$ cat src/rtl/alu_mdu_pkg.sv
// alu_mdu_pkg: shared constants for the EX-stage execute unit.
//   - default widths (datapath, op select, writeback tag)
//   - base ALU op codes (4 bits, alu_op[4] = 0)
//   - multiply/divide op codes (alu_op[4] = 1)
//   - control state enum
package alu_mdu_pkg;

    localparam int XLEN_DEF     = 32;
    localparam int ALU_OP_WIDTH = 5;
    localparam int TAG_W_DEF    = 5;

    localparam logic [3:0] ALU_OP_ADD  = 4'h0;
    localparam logic [3:0] ALU_OP_SUB  = 4'h1;
    localparam logic [3:0] ALU_OP_SLL  = 4'h2;
    localparam logic [3:0] ALU_OP_SRL  = 4'h3;
    localparam logic [3:0] ALU_OP_SRA  = 4'h4;
    localparam logic [3:0] ALU_OP_XOR  = 4'h5;
    localparam logic [3:0] ALU_OP_OR   = 4'h6;
    localparam logic [3:0] ALU_OP_AND  = 4'h7;
    localparam logic [3:0] ALU_OP_SEQ  = 4'h8;
    localparam logic [3:0] ALU_OP_SNE  = 4'h9;
    localparam logic [3:0] ALU_OP_SLT  = 4'hA;
    localparam logic [3:0] ALU_OP_SGE  = 4'hB;
    localparam logic [3:0] ALU_OP_SLTU = 4'hC;
    localparam logic [3:0] ALU_OP_SGEU = 4'hD;

    // Low three bits of the M codes are decoded directly by the datapath:
    // bit 2 = divide, and for divide bit 1 = remainder, bit 0 = unsigned.
    localparam logic [4:0] MDU_OP_MUL    = 5'h10;
    localparam logic [4:0] MDU_OP_MULH   = 5'h11;
    localparam logic [4:0] MDU_OP_MULHSU = 5'h12;
    localparam logic [4:0] MDU_OP_MULHU  = 5'h13;
    localparam logic [4:0] MDU_OP_DIV    = 5'h14;
    localparam logic [4:0] MDU_OP_DIVU   = 5'h15;
    localparam logic [4:0] MDU_OP_REM    = 5'h16;
    localparam logic [4:0] MDU_OP_REMU   = 5'h17;

    typedef enum logic {
        IDLE = 1'b0,
        BUSY = 1'b1
    } state_e;

endpackage

$ cat src/rtl/alu_mdu_if.sv
// alu_mdu_if: request/result handshake bundle of the execute unit.
//   request : in_valid, in_ready, a, b, alu_op, in_tag
//   result  : out_valid, out_ready, out, out_tag
//   master  = pipeline side, slave = execute unit
interface alu_mdu_if
    import alu_mdu_pkg::*;
#(
    parameter int XLEN     = XLEN_DEF,
    parameter int OP_WIDTH = ALU_OP_WIDTH,
    parameter int TAG_W    = TAG_W_DEF
);
    logic                in_valid;
    logic                in_ready;
    logic [XLEN-1:0]     a;
    logic [XLEN-1:0]     b;
    logic [OP_WIDTH-1:0] alu_op;
    logic [TAG_W-1:0]    in_tag;
    logic                out_valid;
    logic                out_ready;
    logic [XLEN-1:0]     out;
    logic [TAG_W-1:0]    out_tag;

    modport master (
        output in_valid, a, b, alu_op, in_tag, out_ready,
        input  in_ready, out_valid, out, out_tag
    );

    modport slave (
        input  in_valid, a, b, alu_op, in_tag, out_ready,
        output in_ready, out_valid, out, out_tag
    );
endinterface

$ cat src/rtl/alu_mdu_iter.sv
// alu_mdu_iter: serial multiply/divide core, one bit per cycle on magnitudes.
//   clk, rst_n       : clock, synchronous active-low reset
//   clear            : abort any operation in flight
//   start            : load operands and begin XLEN iterations
//   op[2:0]          : low bits of the M op code
//   mag_a, mag_b     : operand magnitudes
//   neg_res, neg_rem : negate product/quotient, negate remainder
//   done             : one-cycle pulse, result valid
//   result           : signed-corrected result selected by op
module alu_mdu_iter
    import alu_mdu_pkg::*;
#(
    parameter int XLEN = XLEN_DEF
)
(
    input  logic            clk,
    input  logic            rst_n,
    input  logic            clear,
    input  logic            start,
    input  logic [2:0]      op,
    input  logic [XLEN-1:0] mag_a,
    input  logic [XLEN-1:0] mag_b,
    input  logic            neg_res,
    input  logic            neg_rem,
    output logic            done,
    output logic [XLEN-1:0] result
);
    localparam int CNT_W = $clog2(XLEN);

    // acc holds {product_hi, multiplier/product_lo} or {remainder, dividend/quotient}
    logic [2*XLEN-1:0] acc_q, acc_d;
    logic [XLEN-1:0]   opb_q;
    logic [CNT_W-1:0]  cnt_q;
    logic              run_q, done_q;
    logic [2:0]        op_q;
    logic              neg_res_q, neg_rem_q;

    logic [XLEN:0]     mul_sum, div_diff;
    logic [2*XLEN:0]   div_shift;
    logic [2*XLEN-1:0] prod;
    logic [XLEN-1:0]   quot, rem;

    always_comb begin
        mul_sum   = {1'b0, acc_q[2*XLEN-1:XLEN]} + (acc_q[0] ? {1'b0, opb_q} : '0);
        div_shift = {acc_q, 1'b0};
        div_diff  = div_shift[2*XLEN:XLEN] - {1'b0, opb_q};
        if (op_q[2]) begin
            // restoring step: keep the shifted remainder when the trial subtract borrows
            if (div_diff[XLEN]) acc_d = div_shift[2*XLEN-1:0];
            else                acc_d = {div_diff[XLEN-1:0], div_shift[XLEN-1:1], 1'b1};
        end else begin
            acc_d = {mul_sum, acc_q[XLEN-1:1]};
        end
    end

    always_comb begin
        prod = neg_res_q ? -acc_q : acc_q;
        quot = neg_res_q ? -acc_q[XLEN-1:0] : acc_q[XLEN-1:0];
        rem  = neg_rem_q ? -acc_q[2*XLEN-1:XLEN] : acc_q[2*XLEN-1:XLEN];
        if (op_q[2])                result = op_q[1] ? rem : quot;
        else if (op_q[1:0] == 2'b00) result = prod[XLEN-1:0];
        else                        result = prod[2*XLEN-1:XLEN];
    end

    always_ff @(posedge clk) begin
        if (!rst_n || clear) begin
            run_q  <= 1'b0;
            done_q <= 1'b0;
            cnt_q  <= '0;
        end else begin
            done_q <= 1'b0;
            if (start) begin
                run_q <= 1'b1;
                cnt_q <= CNT_W'(XLEN-1);
            end else if (run_q) begin
                if (cnt_q == '0) begin
                    run_q  <= 1'b0;
                    done_q <= 1'b1;
                end else begin
                    cnt_q <= cnt_q - CNT_W'(1);
                end
            end
        end
    end

    always_ff @(posedge clk) begin
        if (start) begin
            acc_q     <= {{XLEN{1'b0}}, mag_a};
            opb_q     <= mag_b;
            op_q      <= op;
            neg_res_q <= neg_res;
            neg_rem_q <= neg_rem;
        end else if (run_q) begin
            acc_q <= acc_d;
        end
    end

    assign done = done_q;
endmodule

$ cat src/rtl/alu_mdu.sv
// alu_mdu: handshaked EX-stage execute unit (base ALU + serial mul/div).
//   clk, rst_n : clock, synchronous active-low reset
//   flush      : abort in-flight op and drop the held result
//   bus        : request/result handshake (slave side)
//   busy       : iterative op in progress
//
//   state | meaning
//   IDLE  | accepting requests when the output register is free
//   BUSY  | serial mul/div running, requests blocked
module alu_mdu
    import alu_mdu_pkg::*;
#(
    parameter int XLEN     = XLEN_DEF,
    parameter int OP_WIDTH = ALU_OP_WIDTH,
    parameter int TAG_W    = TAG_W_DEF,
    parameter int SHAMT_W  = $clog2(XLEN)
)
(
    input  logic     clk,
    input  logic     rst_n,
    input  logic     flush,
    alu_mdu_if.slave bus,
    output logic     busy
);
    localparam logic [XLEN-1:0] MIN_VAL = {1'b1, {(XLEN-1){1'b0}}};

    state_e           state_q, state_d;
    logic             accept, is_m, is_div, m_unused, div_zero, div_ovf, m_iter;
    logic             a_signed, b_signed, a_neg, b_neg, iter_done;
    logic [XLEN-1:0]  base_res, fast_res, iter_res, mag_a, mag_b;
    logic [SHAMT_W-1:0] shamt;
    logic [TAG_W-1:0] tag_q;

    assign bus.in_ready = rst_n && (state_q != BUSY) && (!bus.out_valid || bus.out_ready) && !flush;
    assign accept       = bus.in_valid && bus.in_ready;
    assign busy         = (state_q == BUSY);
    assign shamt        = bus.b[SHAMT_W-1:0];
    assign is_m         = bus.alu_op[4];

    always_comb begin
        base_res = '0;
        case (bus.alu_op[3:0])
            ALU_OP_ADD:  base_res = bus.a + bus.b;
            ALU_OP_SUB:  base_res = bus.a - bus.b;
            ALU_OP_SLL:  base_res = bus.a << shamt;
            ALU_OP_SRL:  base_res = bus.a >> shamt;
            ALU_OP_SRA:  base_res = $unsigned($signed(bus.a) >>> shamt);
            ALU_OP_XOR:  base_res = bus.a ^ bus.b;
            ALU_OP_OR:   base_res = bus.a | bus.b;
            ALU_OP_AND:  base_res = bus.a & bus.b;
            ALU_OP_SEQ:  base_res = XLEN'(bus.a == bus.b);
            ALU_OP_SNE:  base_res = XLEN'(bus.a != bus.b);
            ALU_OP_SLT:  base_res = XLEN'($signed(bus.a) < $signed(bus.b));
            ALU_OP_SGE:  base_res = XLEN'($signed(bus.a) >= $signed(bus.b));
            ALU_OP_SLTU: base_res = XLEN'(bus.a < bus.b);
            ALU_OP_SGEU: base_res = XLEN'(bus.a >= bus.b);
            default:     base_res = '0;
        endcase
    end

    // M decode: divide-by-zero, signed overflow and unused codes finish in one cycle
    always_comb begin
        m_unused = is_m && bus.alu_op[3];
        is_div   = is_m && (bus.alu_op[3:2] == 2'b01);
        if (bus.alu_op[2]) begin
            a_signed = !bus.alu_op[0];
            b_signed = !bus.alu_op[0];
        end else begin
            a_signed = (bus.alu_op[1:0] != 2'b11);
            b_signed = !bus.alu_op[1];
        end
        a_neg    = a_signed && bus.a[XLEN-1];
        b_neg    = b_signed && bus.b[XLEN-1];
        mag_a    = a_neg ? -bus.a : bus.a;
        mag_b    = b_neg ? -bus.b : bus.b;
        div_zero = is_div && (bus.b == '0);
        div_ovf  = is_div && !bus.alu_op[0] && (bus.a == MIN_VAL) && (bus.b == '1);
        m_iter   = is_m && !m_unused && !div_zero && !div_ovf;

        fast_res = '0;
        if (!is_m)         fast_res = base_res;
        else if (div_zero) fast_res = bus.alu_op[1] ? bus.a : '1;
        else if (div_ovf)  fast_res = bus.alu_op[1] ? '0 : MIN_VAL;
    end

    alu_mdu_iter #(.XLEN(XLEN)) u_iter (
        .clk     (clk),
        .rst_n   (rst_n),
        .clear   (flush),
        .start   (accept && m_iter),
        .op      (bus.alu_op[2:0]),
        .mag_a   (mag_a),
        .mag_b   (mag_b),
        .neg_res (a_neg ^ b_neg),
        .neg_rem (a_neg),
        .done    (iter_done),
        .result  (iter_res)
    );

    always_ff @(posedge clk) begin
        if (!rst_n) state_q <= IDLE;
        else        state_q <= state_d;
    end

    always_comb begin
        state_d = state_q;
        case (state_q)
            IDLE:    if (accept && m_iter) state_d = BUSY;
            BUSY:    if (iter_done) state_d = IDLE;
            default: state_d = IDLE;
        endcase
        if (flush) state_d = IDLE;
    end

    // The output register is always free when BUSY completes: in_ready
    // required it at accept, so completion never waits on out_ready.
    always_ff @(posedge clk) begin
        if (!rst_n) begin
            bus.out_valid <= 1'b0;
            bus.out       <= '0;
            bus.out_tag   <= '0;
            tag_q         <= '0;
        end else if (flush) begin
            bus.out_valid <= 1'b0;
        end else if (accept && !m_iter) begin
            bus.out_valid <= 1'b1;
            bus.out       <= fast_res;
            bus.out_tag   <= bus.in_tag;
        end else if (state_q == BUSY && iter_done) begin
            bus.out_valid <= 1'b1;
            bus.out       <= iter_res;
            bus.out_tag   <= tag_q;
        end else if (bus.out_ready) begin
            bus.out_valid <= 1'b0;
        end
        if (rst_n && accept && m_iter) tag_q <= bus.in_tag;
    end
endmodule

$ cat src/flat_wrapper.sv
// flat-port wrapper written by rule: the top's interface ports become plain ports
module alu_mdu_flat import alu_mdu_pkg::*;
#(
    parameter int XLEN     = XLEN_DEF,
    parameter int OP_WIDTH = ALU_OP_WIDTH,
    parameter int TAG_W    = TAG_W_DEF,
    parameter int SHAMT_W  = $clog2(XLEN)
)
  (clk, rst_n, flush, busy, bus_in_valid, bus_a, bus_b, bus_alu_op, bus_in_tag, bus_out_ready, bus_in_ready, bus_out_valid, bus_out, bus_out_tag);
  alu_mdu_if #(.XLEN(XLEN), .OP_WIDTH(OP_WIDTH), .TAG_W(TAG_W)) bus_i ();
  input  logic clk;
  input  logic rst_n;
  input  logic flush;
  output logic busy;
  input wire logic [$bits(bus_i.in_valid)-1:0] bus_in_valid;
  input wire logic [$bits(bus_i.a)-1:0] bus_a;
  input wire logic [$bits(bus_i.b)-1:0] bus_b;
  input wire logic [$bits(bus_i.alu_op)-1:0] bus_alu_op;
  input wire logic [$bits(bus_i.in_tag)-1:0] bus_in_tag;
  input wire logic [$bits(bus_i.out_ready)-1:0] bus_out_ready;
  output wire logic [$bits(bus_i.in_ready)-1:0] bus_in_ready;
  output wire logic [$bits(bus_i.out_valid)-1:0] bus_out_valid;
  output wire logic [$bits(bus_i.out)-1:0] bus_out;
  output wire logic [$bits(bus_i.out_tag)-1:0] bus_out_tag;
  assign bus_i.in_valid = bus_in_valid;
  assign bus_i.a = bus_a;
  assign bus_i.b = bus_b;
  assign bus_i.alu_op = bus_alu_op;
  assign bus_i.in_tag = bus_in_tag;
  assign bus_i.out_ready = bus_out_ready;
  assign bus_in_ready = bus_i.in_ready;
  assign bus_out_valid = bus_i.out_valid;
  assign bus_out = bus_i.out;
  assign bus_out_tag = bus_i.out_tag;
  alu_mdu #(.XLEN(XLEN), .OP_WIDTH(OP_WIDTH), .TAG_W(TAG_W), .SHAMT_W(SHAMT_W)) u_core (.clk(clk), .rst_n(rst_n), .flush(flush), .bus(bus_i), .busy(busy));
endmodule
$ cat config.mk
export PLATFORM = sky130hd
export DESIGN_NAME = alu_mdu_flat
export DESIGN_NICKNAME = d
export VERILOG_FILES = /design/src/rtl/alu_mdu_pkg.sv /design/src/rtl/alu_mdu_if.sv /design/src/rtl/alu_mdu_iter.sv /design/src/rtl/alu_mdu.sv /design/src/flat_wrapper.sv
export SDC_FILE = /design/constraint.sdc
export NUM_CORES = 1
export LEC_CHECK = 0
export CAP_MARGIN = 20
export CORE_MARGIN = 10
export CORE_UTILIZATION = 49
export CTS_BUF_LIST = sky130_fd_sc_hd__clkbuf_8
export DETAILED_ROUTE_END_ITERATION = 16
export HOLD_SLACK_MARGIN = 0.06
export PLACE_DENSITY = 0.71
export REMOVE_ABC_BUFFERS = 1
export SLEW_MARGIN = 30
export SYNTH_ARGS = -nofsm -noshare
export SYNTH_HDL_FRONTEND = slang
export SYNTH_HIERARCHICAL = 1
export SYNTH_SLANG_ARGS = --single-unit
$ cat constraint.sdc
create_clock -name clk -period 6.5 [get_ports clk]
set_input_delay 0.65 -clock clk [delete_from_list [all_inputs] [get_ports clk]]
set_output_delay 0.65 -clock clk [all_outputs]
set_load 0.1 [all_outputs]
==> parameters.txt <==
Parameter                              Value

Floorplanning
  Chip height    239.0 um
  Die Footprint    57140 um2
  Die width    239.0 um
  Core Area    47550 um2
  Number of placement rows    80
  Top-Level Pins    119
  Effective utilization at floorplan    49.44%

Cells and area
  Design Area, Final    25560 um2
  Leading cell type in the layout, fill and taps excluded    sky130_fd_sc_hd__nor2_1
  Number of nets in the final layout    3453
  Filler instances    4676
  Area used by multi-input combinational logic    18160 um2
  Sequential cell area in the final layout    3784 um2
  Proportion of layout cells with a drive suffix above 1    7.783%
  Highest-count cells in the layout ignoring fill and taps    314 x sky130_fd_sc_hd__nor2_1, 284 x sky130_fd_sc_hd__nand2_1, 281 x sky130_fd_sc_hd__o21ai_0
  Synth-to-Final Area Change    8.724%
  Util after Layout    53.76%

Place
  Cell Area, Placed    25140 um2
  Final weighted congestion of routability-driven global placement    1.081
  Dpl hpwl    86410 um
  Number of buffers inserted by port buffering    118

Synthesis
  Syn Area/Cell    7.289 um2
  Synthesis warning total    6
  Synth Register Bits    152
  Post-Syn Area    23510 um2
  Share of async-settable or async-resettable flops after synthesis    0%
  Area leader, netlist    sky130_fd_sc_hd__edfxtp_1
  Number of enable flip-flop cells after synthesis    74
  Synth cell types    96
  Cell types occupying the most area after synthesis    sky130_fd_sc_hd__edfxtp_1 9.5%, sky130_fd_sc_hd__ha_1 9.1%, sky130_fd_sc_hd__dfxtp_1 6.6%
  Top_reg_cell synth    sky130_fd_sc_hd__dfxtp_1
  Sequential cell area fraction in the yosys report    16.10%
  Post-synthesis instance total    3225
  Share of the synthesized area in the top cell type    9.453%

Clocking
  Sink count of the clock tree    152
  Latest clock arrival within the worst-skew pair    0.51 ns
  Number of buffers added by the clock tree synthesis step    17
  Clock input transition at the sequential cells of the worst setup and hold paths    0.11 ns
  Post-CTS Setup Inserts    0
  Count of hold-fix buffers inserted at cts    0
  Root buffer selected by CTS    sky130_fd_sc_hd__clkbuf_8
  Maximum number of buffers from clock root to sink    2
  Htree depth    4
  CTS tree    done
  Number of cells upsized or downsized after cts    0

Detailed routing
  Residual antenna-violating net count after detailed routing    0
  First-pass DRT Iterations    9
  Via/cell ratio    7.057
  Post-route DRC violation count    0
  Iter 0 DRT Violations    3934
  Wirelength, routed    111700 um
  Via count    27010
  Detail-routed net length per standard cell    29.17 um

Critical path
  Worst EP arrival    5.47 ns
  Cells on worst reg2reg path    12
  Kind of end point of the critical path    flip-flop
  Worst flop-to-flop path startpoint    u_core/u_iter/acc_q[14]
  Critical setup path kind    in -> reg
  Launching instance or port of the critical path    bus_b[1]
  Data required time at the worst endpoint    6.94 ns
  Crit-path max FO    24
  Critical Path Start Type    input port

Power and ir drop
  Part of the total power dissipated in the clock network    19.2%
  Proportion of total power due to net switching    47.08%
  Static Leakage    9.876 nW
  Worst voltage drop across the vdd grid    122.4 uV
  P_int    2.104 mW
  Net switching power    1.872 mW
  Share of total power in combinational logic    51.4%
  Power per standard cell area    155.6 nW/um2
  Sequential cell fraction of total power    29.4%

Timing
  Final number of setup-violating endpoints    0
  Worst Tran Pin Value    1.041 ns
  Max Fclk    198.6 MHz
  Relative slew margins    30.35%
  Period utilisation layout    77.46%
  Final Max Slew Viols    0
  Final hold violation count    0
  Min cycle time layout    5.035 ns
  Largest clock skew in the final design    0.02643 ns
  Setup repair after global routing missed its margin    false

Run status
  Outcome    finished, final reports clean

GRT
  Wire length of the first global-routing pass    165100 um
  Global Route Usage Sum    37.73%
  Global-route congestion overflow total    0
  Number of global-route vias before repair    25670
  Maximum number of pins on one net before global-route repair    105
  Number of antenna violations at the first check in global routing    3

Min path
  Path class of the lowest-slack min-delay path    reg -> reg
  Startpoint of the tightest hold check path    u_core/bus.out[4]
  Hold Path Depth    2

Job
  Max Cap Violations    0
## power by group through the flow
stage                     clock (mW)  sequential [mW]  combinational [mW]
final                          0.762             1.17                2.04
after global routing           0.803             1.18                2.17
after CTS                      0.769             1.16                1.96
after detailed placement           0             1.19                1.95
after global placement             0             1.18                1.93
after floorplan                    0             1.20                1.22
## flip-flops by register name, indices dropped and copies added, names as in the netlist, 3 cells and up
register / count
u_core/bus.out: 32
u_core/bus.out_tag: 5
u_core/tag_q: 5
u_core/u_iter/acc_q: 64
u_core/u_iter/cnt_q: 5
u_core/u_iter/op_q: 3
u_core/u_iter/opb_q: 32
## routing by layer
layer	vias to the layer above	share of wire [%]	global-route usage, %
met5	-	0.017	0
met4	2	7.2	24.02
met3	429	9.6	5.682
met2	1888	45	61.05
met1	12810	38	46.24
li1	11890	-	-
## final timing paths
check / endpoint / slack (ns)
max reg2reg: u_core/bus.out[31] / 1.70
max: u_core/bus.out[31] / 1.47
min reg2reg: u_core/bus.out[4] / 0.47
min: u_core/bus.out[4] / 0.47
## kinds of logic after synthesis
| logic type | synth area share [%] |
|---|---|
| simple gates | 19.84 |
| flops | 16.10 |
| mux | 8.612 |
| buf+inv | 6.914 |
| fa+ha+maj | 9.442 |
| xor+xnor | 8.159 |
| compound gates | 30.93 |
## critical path: stages
cell and delay (ns):
sky130_fd_sc_hd__buf_2 0.10, sky130_fd_sc_hd__buf_4 0.21, sky130_fd_sc_hd__clkinv_1 0.26, sky130_fd_sc_hd__ha_1 0.28
sky130_fd_sc_hd__nor4b_1 0.78, sky130_fd_sc_hd__nand4_1 0.46, sky130_fd_sc_hd__or2_2 0.45, sky130_fd_sc_hd__o21bai_1 0.38
sky130_fd_sc_hd__o21ai_4 0.26, sky130_fd_sc_hd__buf_16 0.23, sky130_fd_sc_hd__a21o_1 0.27, sky130_fd_sc_hd__buf_4 0.28
sky130_fd_sc_hd__nor2_4 0.36, sky130_fd_sc_hd__o21a_1 0.17, sky130_fd_sc_hd__o21ai_0 0.10, sky130_fd_sc_hd__a41oi_1 0.19
## synth_stat cells (29+ instances only)
cell type,n
sky130_fd_sc_hd__nor2_1,315
sky130_fd_sc_hd__a221oi_1,41
sky130_fd_sc_hd__dfxtp_1,78
sky130_fd_sc_hd__mux2_2,32
sky130_fd_sc_hd__inv_1,161
sky130_fd_sc_hd__xor2_1,73
sky130_fd_sc_hd__nand3_1,59
sky130_fd_sc_hd__xnor2_1,146
sky130_fd_sc_hd__nand2b_1,31
sky130_fd_sc_hd__mux4_2,29
sky130_fd_sc_hd__nor3_1,66
sky130_fd_sc_hd__mux2i_1,101
sky130_fd_sc_hd__clkbuf_1,201
sky130_fd_sc_hd__a21o_1,50
sky130_fd_sc_hd__or3_1,29
sky130_fd_sc_hd__a21oi_1,259
sky130_fd_sc_hd__nor4_1,35
sky130_fd_sc_hd__a31oi_1,44
sky130_fd_sc_hd__edfxtp_1,74
sky130_fd_sc_hd__nand2_1,284
sky130_fd_sc_hd__ha_1,171
sky130_fd_sc_hd__o21ai_0,281
sky130_fd_sc_hd__a211oi_1,50
sky130_fd_sc_hd__o211ai_1,53
sky130_fd_sc_hd__nand4_1,35
sky130_fd_sc_hd__o31ai_1,43
## through the flow
step	power, mW	setup WS [ns]	instances	hold WS, ns	TNS (ns)
6_report	3.976	1.465	3828	0.4699	0
4_1_cts	3.895	1.792	3826	0.4720	0
3_3_place_gp	3.114	1.404	3794	0.4503	0
2_1_floorplan	2.417	-6.656	2973	0.4788	-730.51
3_5_place_dp	3.134	1.253	3794	0.4602	0
5_1_grt	4.148	1.512	3827	0.4903	0
## cell type report
type	count	share of cell area (%)
well taps	615	3.011
multi-input cells	2656	71.04
clock buffers	17	0.9155
diodes	1	0.009791
inverters	165	2.423
repair buffers	207	7.196
clock inverters	15	0.6021
flip-flops and latches	152	14.80
(Power assumes the default switching activity.)
